--- config.mk ---
export PLATFORM = sky130hd
export DESIGN_NAME = bcd_encoder_flat
export DESIGN_NICKNAME = d
export VERILOG_FILES = /design/src/rtl/bcd_pkg.sv /design/src/rtl/bcd_encoder_if.sv /design/src/rtl/bcd_add3.sv /design/src/rtl/bcd_encoder.sv /design/src/flat_wrapper.sv
export SDC_FILE = /design/constraint.sdc
export NUM_CORES = 1
export LEC_CHECK = 0
export CAP_MARGIN = 20
export CORE_MARGIN = 5
export CORE_UTILIZATION = 54
export CTS_CLUSTER_SIZE = 20
export DETAILED_ROUTE_END_ITERATION = 12
export PLACE_DENSITY_LB_ADDON = 0.3
export REMOVE_ABC_BUFFERS = 1
export SYNTH_ARGS = -nofsm -noshare
export SYNTH_HDL_FRONTEND = slang
export SYNTH_SLANG_ARGS = --single-unit
--- constraint.sdc ---
create_clock -name clk -period 1.9 [get_ports clk]
set_clock_uncertainty 0.1 [all_clocks]
set_input_delay 0.57 -clock clk [delete_from_list [all_inputs] [get_ports clk]]
set_output_delay 0.57 -clock clk [all_outputs]
set_load 0.02 [all_outputs]
--- src/rtl/bcd_pkg.sv ---
// Shared types and constants for the binary-to-BCD display encoder.
// The BCD_ENCODER_SATURATE_EN build option is consumed in bcd_encoder.sv.
package bcd_pkg;

    typedef enum logic [1:0] {
        StIdle  = 2'd0,
        StShift = 2'd1,
        StDone  = 2'd2
    } bcd_state_e;

    localparam int unsigned DIGIT_W       = 4;
    localparam int unsigned HUND_W        = 2;
    localparam int unsigned NUM_DIGITS    = 3;
    localparam int unsigned SCRATCH_W     = NUM_DIGITS * DIGIT_W;
    localparam int unsigned MAX_VALUE_DEF = 299;

    // Double-dabble correction: a digit that will reach 10 or more after the
    // next doubling is pre-biased by 3 so the carry lands in the next digit.
    function automatic logic [DIGIT_W-1:0] add3(input logic [DIGIT_W-1:0] digit);
        return (digit >= DIGIT_W'(5)) ? digit + DIGIT_W'(3) : digit;
    endfunction

endpackage

--- src/rtl/bcd_encoder_if.sv ---
// Request/result bundle between an ALU-side master and the BCD encoder.
// master drives the operand and start; slave returns digits and flags.
interface bcd_encoder_if
    import bcd_pkg::*;
#(
    parameter int unsigned WIDTH = 9
);

    logic               start;
    logic [WIDTH-1:0]   Value;
    logic               OvfIn;
    logic               busy;
    logic               done;
    logic [DIGIT_W-1:0] Units;
    logic [DIGIT_W-1:0] Tens;
    logic [HUND_W-1:0]  Hundreds;
    logic               Zero;
    logic               Overflow;
    logic [1:0]         state;

    modport master (
        output start, Value, OvfIn,
        input  busy, done, Units, Tens, Hundreds, Zero, Overflow, state
    );

    modport slave (
        input  start, Value, OvfIn,
        output busy, done, Units, Tens, Hundreds, Zero, Overflow, state
    );

endinterface

--- src/rtl/bcd_add3.sv ---
// One scratch-digit correction stage of the shift-add-3 converter.
// Adds 3 to the digit when it is 5 or more, otherwise passes it through.
module bcd_add3
    import bcd_pkg::*;
(
    input  logic [DIGIT_W-1:0] i_digit,
    output logic [DIGIT_W-1:0] o_digit
);

    assign o_digit = add3(i_digit);

endmodule

--- src/rtl/bcd_encoder.sv ---
// Sequential binary-to-BCD converter (shift-add-3) for a 3-digit display.
// Define BCD_ENCODER_SATURATE_EN to show 2,9,9 on overflow instead of 0,0,0.
module bcd_encoder
    import bcd_pkg::*;
#(
    parameter int unsigned WIDTH     = 9,
    parameter int unsigned MAX_VALUE = MAX_VALUE_DEF
) (
    input  logic          clk,
    input  logic          rst_n,
    bcd_encoder_if.slave  bus
);

    localparam int unsigned CNT_W = $clog2(WIDTH + 1);

    bcd_state_e           r_fsm;
    logic [WIDTH-1:0]     r_sr;
    logic [SCRATCH_W-1:0] r_scratch;
    logic [CNT_W-1:0]     r_cnt;
    logic                 r_ovf_cap;
    logic                 r_zero_cap;
    logic                 r_busy;
    logic                 r_done;
    logic [DIGIT_W-1:0]   r_units;
    logic [DIGIT_W-1:0]   r_tens;
    logic [HUND_W-1:0]    r_hund;
    logic                 r_zero;
    logic                 r_ovf;
    logic [1:0]           r_state;

    logic [SCRATCH_W-1:0] w_adj;
    logic                 w_ovf_in;
    logic                 w_zero_in;
    logic [DIGIT_W-1:0]   w_res_units;
    logic [DIGIT_W-1:0]   w_res_tens;
    logic [HUND_W-1:0]    w_res_hund;
    logic                 w_unused;

    for (genvar g = 0; g < NUM_DIGITS; g++) begin : g_add3
        bcd_add3 u_add3 (
            .i_digit (r_scratch[g*DIGIT_W +: DIGIT_W]),
            .o_digit (w_adj[g*DIGIT_W +: DIGIT_W])
        );
    end

    // Flags are judged on the operand as captured, not on later bus values.
    assign w_ovf_in  = bus.OvfIn | (32'(bus.Value) > MAX_VALUE);
    assign w_zero_in = (bus.Value == '0) & ~w_ovf_in;

    always_comb begin
        w_res_units = r_scratch[0 +: DIGIT_W];
        w_res_tens  = r_scratch[DIGIT_W +: DIGIT_W];
        w_res_hund  = r_scratch[2*DIGIT_W +: HUND_W];
        if (r_ovf_cap) begin
`ifdef BCD_ENCODER_SATURATE_EN
            w_res_units = DIGIT_W'(9);
            w_res_tens  = DIGIT_W'(9);
            w_res_hund  = HUND_W'(2);
`else
            w_res_units = '0;
            w_res_tens  = '0;
            w_res_hund  = '0;
`endif
        end
    end

    // Top hundreds bits are nonzero only for overflowed operands, which are masked.
    assign w_unused = ^{w_adj[SCRATCH_W-1], r_scratch[SCRATCH_W-1 -: (DIGIT_W - HUND_W)]};

    always_ff @(posedge clk or negedge rst_n) begin
        if (!rst_n) begin
            r_fsm      <= StIdle;
            r_sr       <= '0;
            r_scratch  <= '0;
            r_cnt      <= '0;
            r_ovf_cap  <= 1'b0;
            r_zero_cap <= 1'b0;
            r_busy     <= 1'b0;
            r_done     <= 1'b0;
            r_units    <= '0;
            r_tens     <= '0;
            r_hund     <= '0;
            r_zero     <= 1'b0;
            r_ovf      <= 1'b0;
            r_state    <= '0;
        end else begin
            r_done <= 1'b0;
            case (r_fsm)
                StIdle: begin
                    if (bus.start) begin
                        r_sr       <= bus.Value;
                        r_scratch  <= '0;
                        r_cnt      <= CNT_W'(WIDTH);
                        r_ovf_cap  <= w_ovf_in;
                        r_zero_cap <= w_zero_in;
                        r_busy     <= 1'b1;
                        r_fsm      <= StShift;
                    end
                end
                StShift: begin
                    if (r_cnt != '0) begin
                        r_scratch <= {w_adj[SCRATCH_W-2:0], r_sr[WIDTH-1]};
                        r_sr      <= {r_sr[WIDTH-2:0], 1'b0};
                        r_cnt     <= r_cnt - CNT_W'(1);
                    end else begin
                        r_units <= w_res_units;
                        r_tens  <= w_res_tens;
                        r_hund  <= w_res_hund;
                        r_zero  <= r_zero_cap;
                        r_ovf   <= r_ovf_cap;
                        r_state <= r_state + 2'd1;
                        r_done  <= 1'b1;
                        r_fsm   <= StDone;
                    end
                end
                StDone: begin
                    r_busy <= 1'b0;
                    r_fsm  <= StIdle;
                end
                default: begin
                    r_busy <= 1'b0;
                    r_fsm  <= StIdle;
                end
            endcase
        end
    end

    assign bus.busy     = r_busy;
    assign bus.done     = r_done;
    assign bus.Units    = r_units;
    assign bus.Tens     = r_tens;
    assign bus.Hundreds = r_hund;
    assign bus.Zero     = r_zero;
    assign bus.Overflow = r_ovf;
    assign bus.state    = r_state;

endmodule

--- src/flat_wrapper.sv ---
// flat-port wrapper written by rule: the top's interface ports become plain ports
module bcd_encoder_flat import bcd_pkg::*;
#(
    parameter int unsigned WIDTH     = 9,
    parameter int unsigned MAX_VALUE = MAX_VALUE_DEF
)
  (clk, rst_n, bus_start, bus_Value, bus_OvfIn, bus_busy, bus_done, bus_Units, bus_Tens, bus_Hundreds, bus_Zero, bus_Overflow, bus_state);
  bcd_encoder_if #(.WIDTH(WIDTH)) bus_i ();
  input  logic clk;
  input  logic rst_n;
  input wire logic [$bits(bus_i.start)-1:0] bus_start;
  input wire logic [$bits(bus_i.Value)-1:0] bus_Value;
  input wire logic [$bits(bus_i.OvfIn)-1:0] bus_OvfIn;
  output wire logic [$bits(bus_i.busy)-1:0] bus_busy;
  output wire logic [$bits(bus_i.done)-1:0] bus_done;
  output wire logic [$bits(bus_i.Units)-1:0] bus_Units;
  output wire logic [$bits(bus_i.Tens)-1:0] bus_Tens;
  output wire logic [$bits(bus_i.Hundreds)-1:0] bus_Hundreds;
  output wire logic [$bits(bus_i.Zero)-1:0] bus_Zero;
  output wire logic [$bits(bus_i.Overflow)-1:0] bus_Overflow;
  output wire logic [$bits(bus_i.state)-1:0] bus_state;
  assign bus_i.start = bus_start;
  assign bus_i.Value = bus_Value;
  assign bus_i.OvfIn = bus_OvfIn;
  assign bus_busy = bus_i.busy;
  assign bus_done = bus_i.done;
  assign bus_Units = bus_i.Units;
  assign bus_Tens = bus_i.Tens;
  assign bus_Hundreds = bus_i.Hundreds;
  assign bus_Zero = bus_i.Zero;
  assign bus_Overflow = bus_i.Overflow;
  assign bus_state = bus_i.state;
  bcd_encoder #(.WIDTH(WIDTH), .MAX_VALUE(MAX_VALUE)) u_core (.clk(clk), .rst_n(rst_n), .bus(bus_i));
endmodule
==> qor.txt <==
GRT overflow -> 0
CP delay by family, top -> simple AND/OR/NAND/NOR gates
GRT Total Usage -> 0.1752
r2r endpoint -> u_core.r_cnt[2]$_DFFE_PN0P_
CORE AREA -> 3716 um^2
post-route cell area -> 2566 um^2
Worst EP required -> 1.98 ns
Worst setup SP type -> flop
fin. max-slew vios -> 0
Hold/Removal Path Class -> in -> async
slowest cell on the critical path -> nor2_1
number of remaining DRC errors -> 0
Starting Density -> 0.5677
Port-buffer cells -> 28
worst ir drop on vdd -> 0.6985 mV
CTS H-tree depth -> 2
CP arrival -> 1.85 ns
clock transition at the registers of the reported paths -> 0.08 ns
First-pass DRT Iterations -> 4
Worst Reg2Reg Path Length in Cells -> 6
initial antenna violation count -> 0
# IOs -> 29
first-pass GRT wire length -> 7.065 mm
synthesized area -> 2110 um^2
remaining antenna violation count -> 0
CTS tree -> built
maxcap violations -> 0
Final min period -> 1.768 ns
Place WS -> -0.05799 ns
Root Driver -> clkbuf_8
Routed WL per cell -> 13.90 um
Lkg Pwr -> 1.305 nW
crit-path cells -> inv_1, ha_1, nor3b_2, nor2_1, nand2_1, mux2i_1
Iter 0 DRT Violations -> 54
Crit. End Element -> flop
crit share post-route -> 0.9308
Die X -> 72.50 um
R2R setup slack -> 0.13 ns
Tot Pwr -> 4.148 mW
GPL Wtd Cong -> 0.7963
RSZ-0062 raised after global routing -> no
Yosys reg bits -> 45
area delta synth->final -> 21.65%
WS Path Type -> reg -> reg
clock buffer depth -> 2
clk sinks -> 45
final core occ -> 0.6906
synth warn -> 0
setup TNS -> 0 ns
Nets -> 261
Tightest Pin Transition -> 0.5272 ns
fill count -> 312
vias in the first global route -> 1489
Vias -> 1535
final setup fails -> 0
f_max -> 565.5 MHz
Synth Area per Inst -> 10.29 um^2
placed insts -> 281
Die H -> 72.50 um
worst skew pair latency -> 0.30 ns
pin count of the biggest net entering global routing -> 46
final wirelength -> 4.016 mm
Core Rows -> 22
hpwl dp -> 2.922 mm
Buf/Inv on CP -> 1
Num CTS Buffers -> 5
Setup WS post-layout -> 0.1315 ns
# Post-CTS Setup Buffers -> 0
via-per-instance ratio -> 5.311
Hold WS -> 0.1474 ns
Slew HR -> 0.6472
Max Fanout on Critical Path -> 7
pwr/cell area -> 1616 nW/um^2
share of layout cells above drive strength 1 -> 0.07884
fin cells -> 289
register area share after synthesis -> 0.5338
Netlist cell types -> 32
Worst path max stage delay -> 0.42 ns
FF-to-FF Start -> u_core.r_cnt[0]$_DFFE_PN0P_
DP Area -> 2481 um^2
DIE AREA -> 5256 um^2
Final Hold Fails -> 0
Diodes inserted -> 0
Mapped Cells -> 205
status -> finished, final reports clean
power by group:
| group | switching, mW | internal, mW |
|---|---|---|
| logic | 1.03 | 0.830 |
| registers | 0.294 | 1.35 |
| clock network | 0.313 | 0.329 |
logic make-up after synthesis:
logic type,share of synthesized area
buf+inv,0.05041
flops,0.5338
mux,0.05694
xor+xnor,0.03322
simple gates,0.1447
compound gates,0.1335
fa+ha+maj,0.04745
repair_timing:
action,4_1_cts,5_1_grt
pin swaps,0,0
hold buffers,0,0
setup endpoints to repair,15,1
gates resized for setup,15,1
sequential cells by signal, summed over array words and instances, names as in the netlist, 2 cells and up:
name,cells
u_core.r_scratch,12
u_core.bus.Tens,4
u_core.r_sr,9
u_core.bus.Hundreds,2
u_core.bus.state,2
u_core.bus.Units,4
u_core.r_cnt,4
u_core.r_fsm,2
cell type report:
cell class / instances / area, um^2 / area share
sequential: 45 / 1126 / 0.4388
multi-input combinational: 139 / 877.1 / 0.3418
timing repair buffer: 35 / 349.1 / 0.1360
clock buffer: 7 / 96.34 / 0.03754
tap: 48 / 60.06 / 0.02340
inverter: 14 / 52.55 / 0.02048
clock inverter: 1 / 5.005 / 0.001950
per-layer routing:
metal  routed length (um)  global-route usage
met3                  203             0.04986
met4                   63             0.06557
met5                    0                   0
met1                 1823              0.2242
met2                 1926              0.2831
synthesized netlist by cell type:
master,number,area [um^2]
a21o_2,1,8.760
a21oi_1,4,20.02
a22o_1,4,35.03
a31oi_1,1,6.260
and4b_1,1,10.01
buf_2,1,5.000
buf_4,3,22.52
buf_6,2,22.52
clkbuf_1,1,3.750
dfrtp_1,45,1126
ha_1,8,100.1
inv_1,14,52.55
mux2i_1,12,120.1
nand2_1,39,146.4
nand2_2,1,6.260
nand2b_1,8,50.05
nand3_1,3,15.01
nand4_1,1,6.260
nor2_1,3,11.26
nor2b_1,1,6.260
nor3_1,4,20.02
nor3b_2,1,12.51
nor4_1,1,6.260
o21ai_0,22,110.1
o21bai_1,1,7.510
o22ai_1,5,31.28
o31ai_1,6,45.04
o32ai_1,2,17.52
or3_1,1,6.260
or3b_1,1,8.760
xnor2_1,5,43.79
xor2_1,3,26.28
how the worst max path moves through the flow:
stage	endpoint	depth (start not counted)	start	slack [ns]
floorplan	u_core.bus.state[1]$_DFFE_PN0P_	5	u_core.r_fsm[0]$_DFFE_PN0P_	-0.33
global placement	u_core.r_ovf_cap$_DFFE_PN0P_	4	bus_Value[7]	-0.03
detailed placement	u_core.r_ovf_cap$_DFFE_PN0P_	4	bus_Value[7]	-0.06
CTS	bus_done	1	u_core.bus.done$_DFF_PN0_	0.002
global route	u_core.r_scratch[4]$_DFFE_PN0P_	6	u_core.r_cnt[1]$_DFFE_PN0P_	0.003
finish	u_core.r_cnt[2]$_DFFE_PN0P_	6	u_core.r_cnt[0]$_DFFE_PN0P_	0.13
cells in the final DEF (no fill, tap or decap), types with 5 or more instances in the layout:
master,instances
nand2_1,39
nand2b_1,8
mux2i_1,12
clkdlybuf4s50_1,11
xnor2_1,5
o31ai_1,6
clkbuf_8,7
dfrtp_1,45
o22ai_1,5
inv_1,14
o21ai_0,22
ha_1,8
dlygate4sd2_1,15
Note: power is estimated with default switching activity, not from simulation.
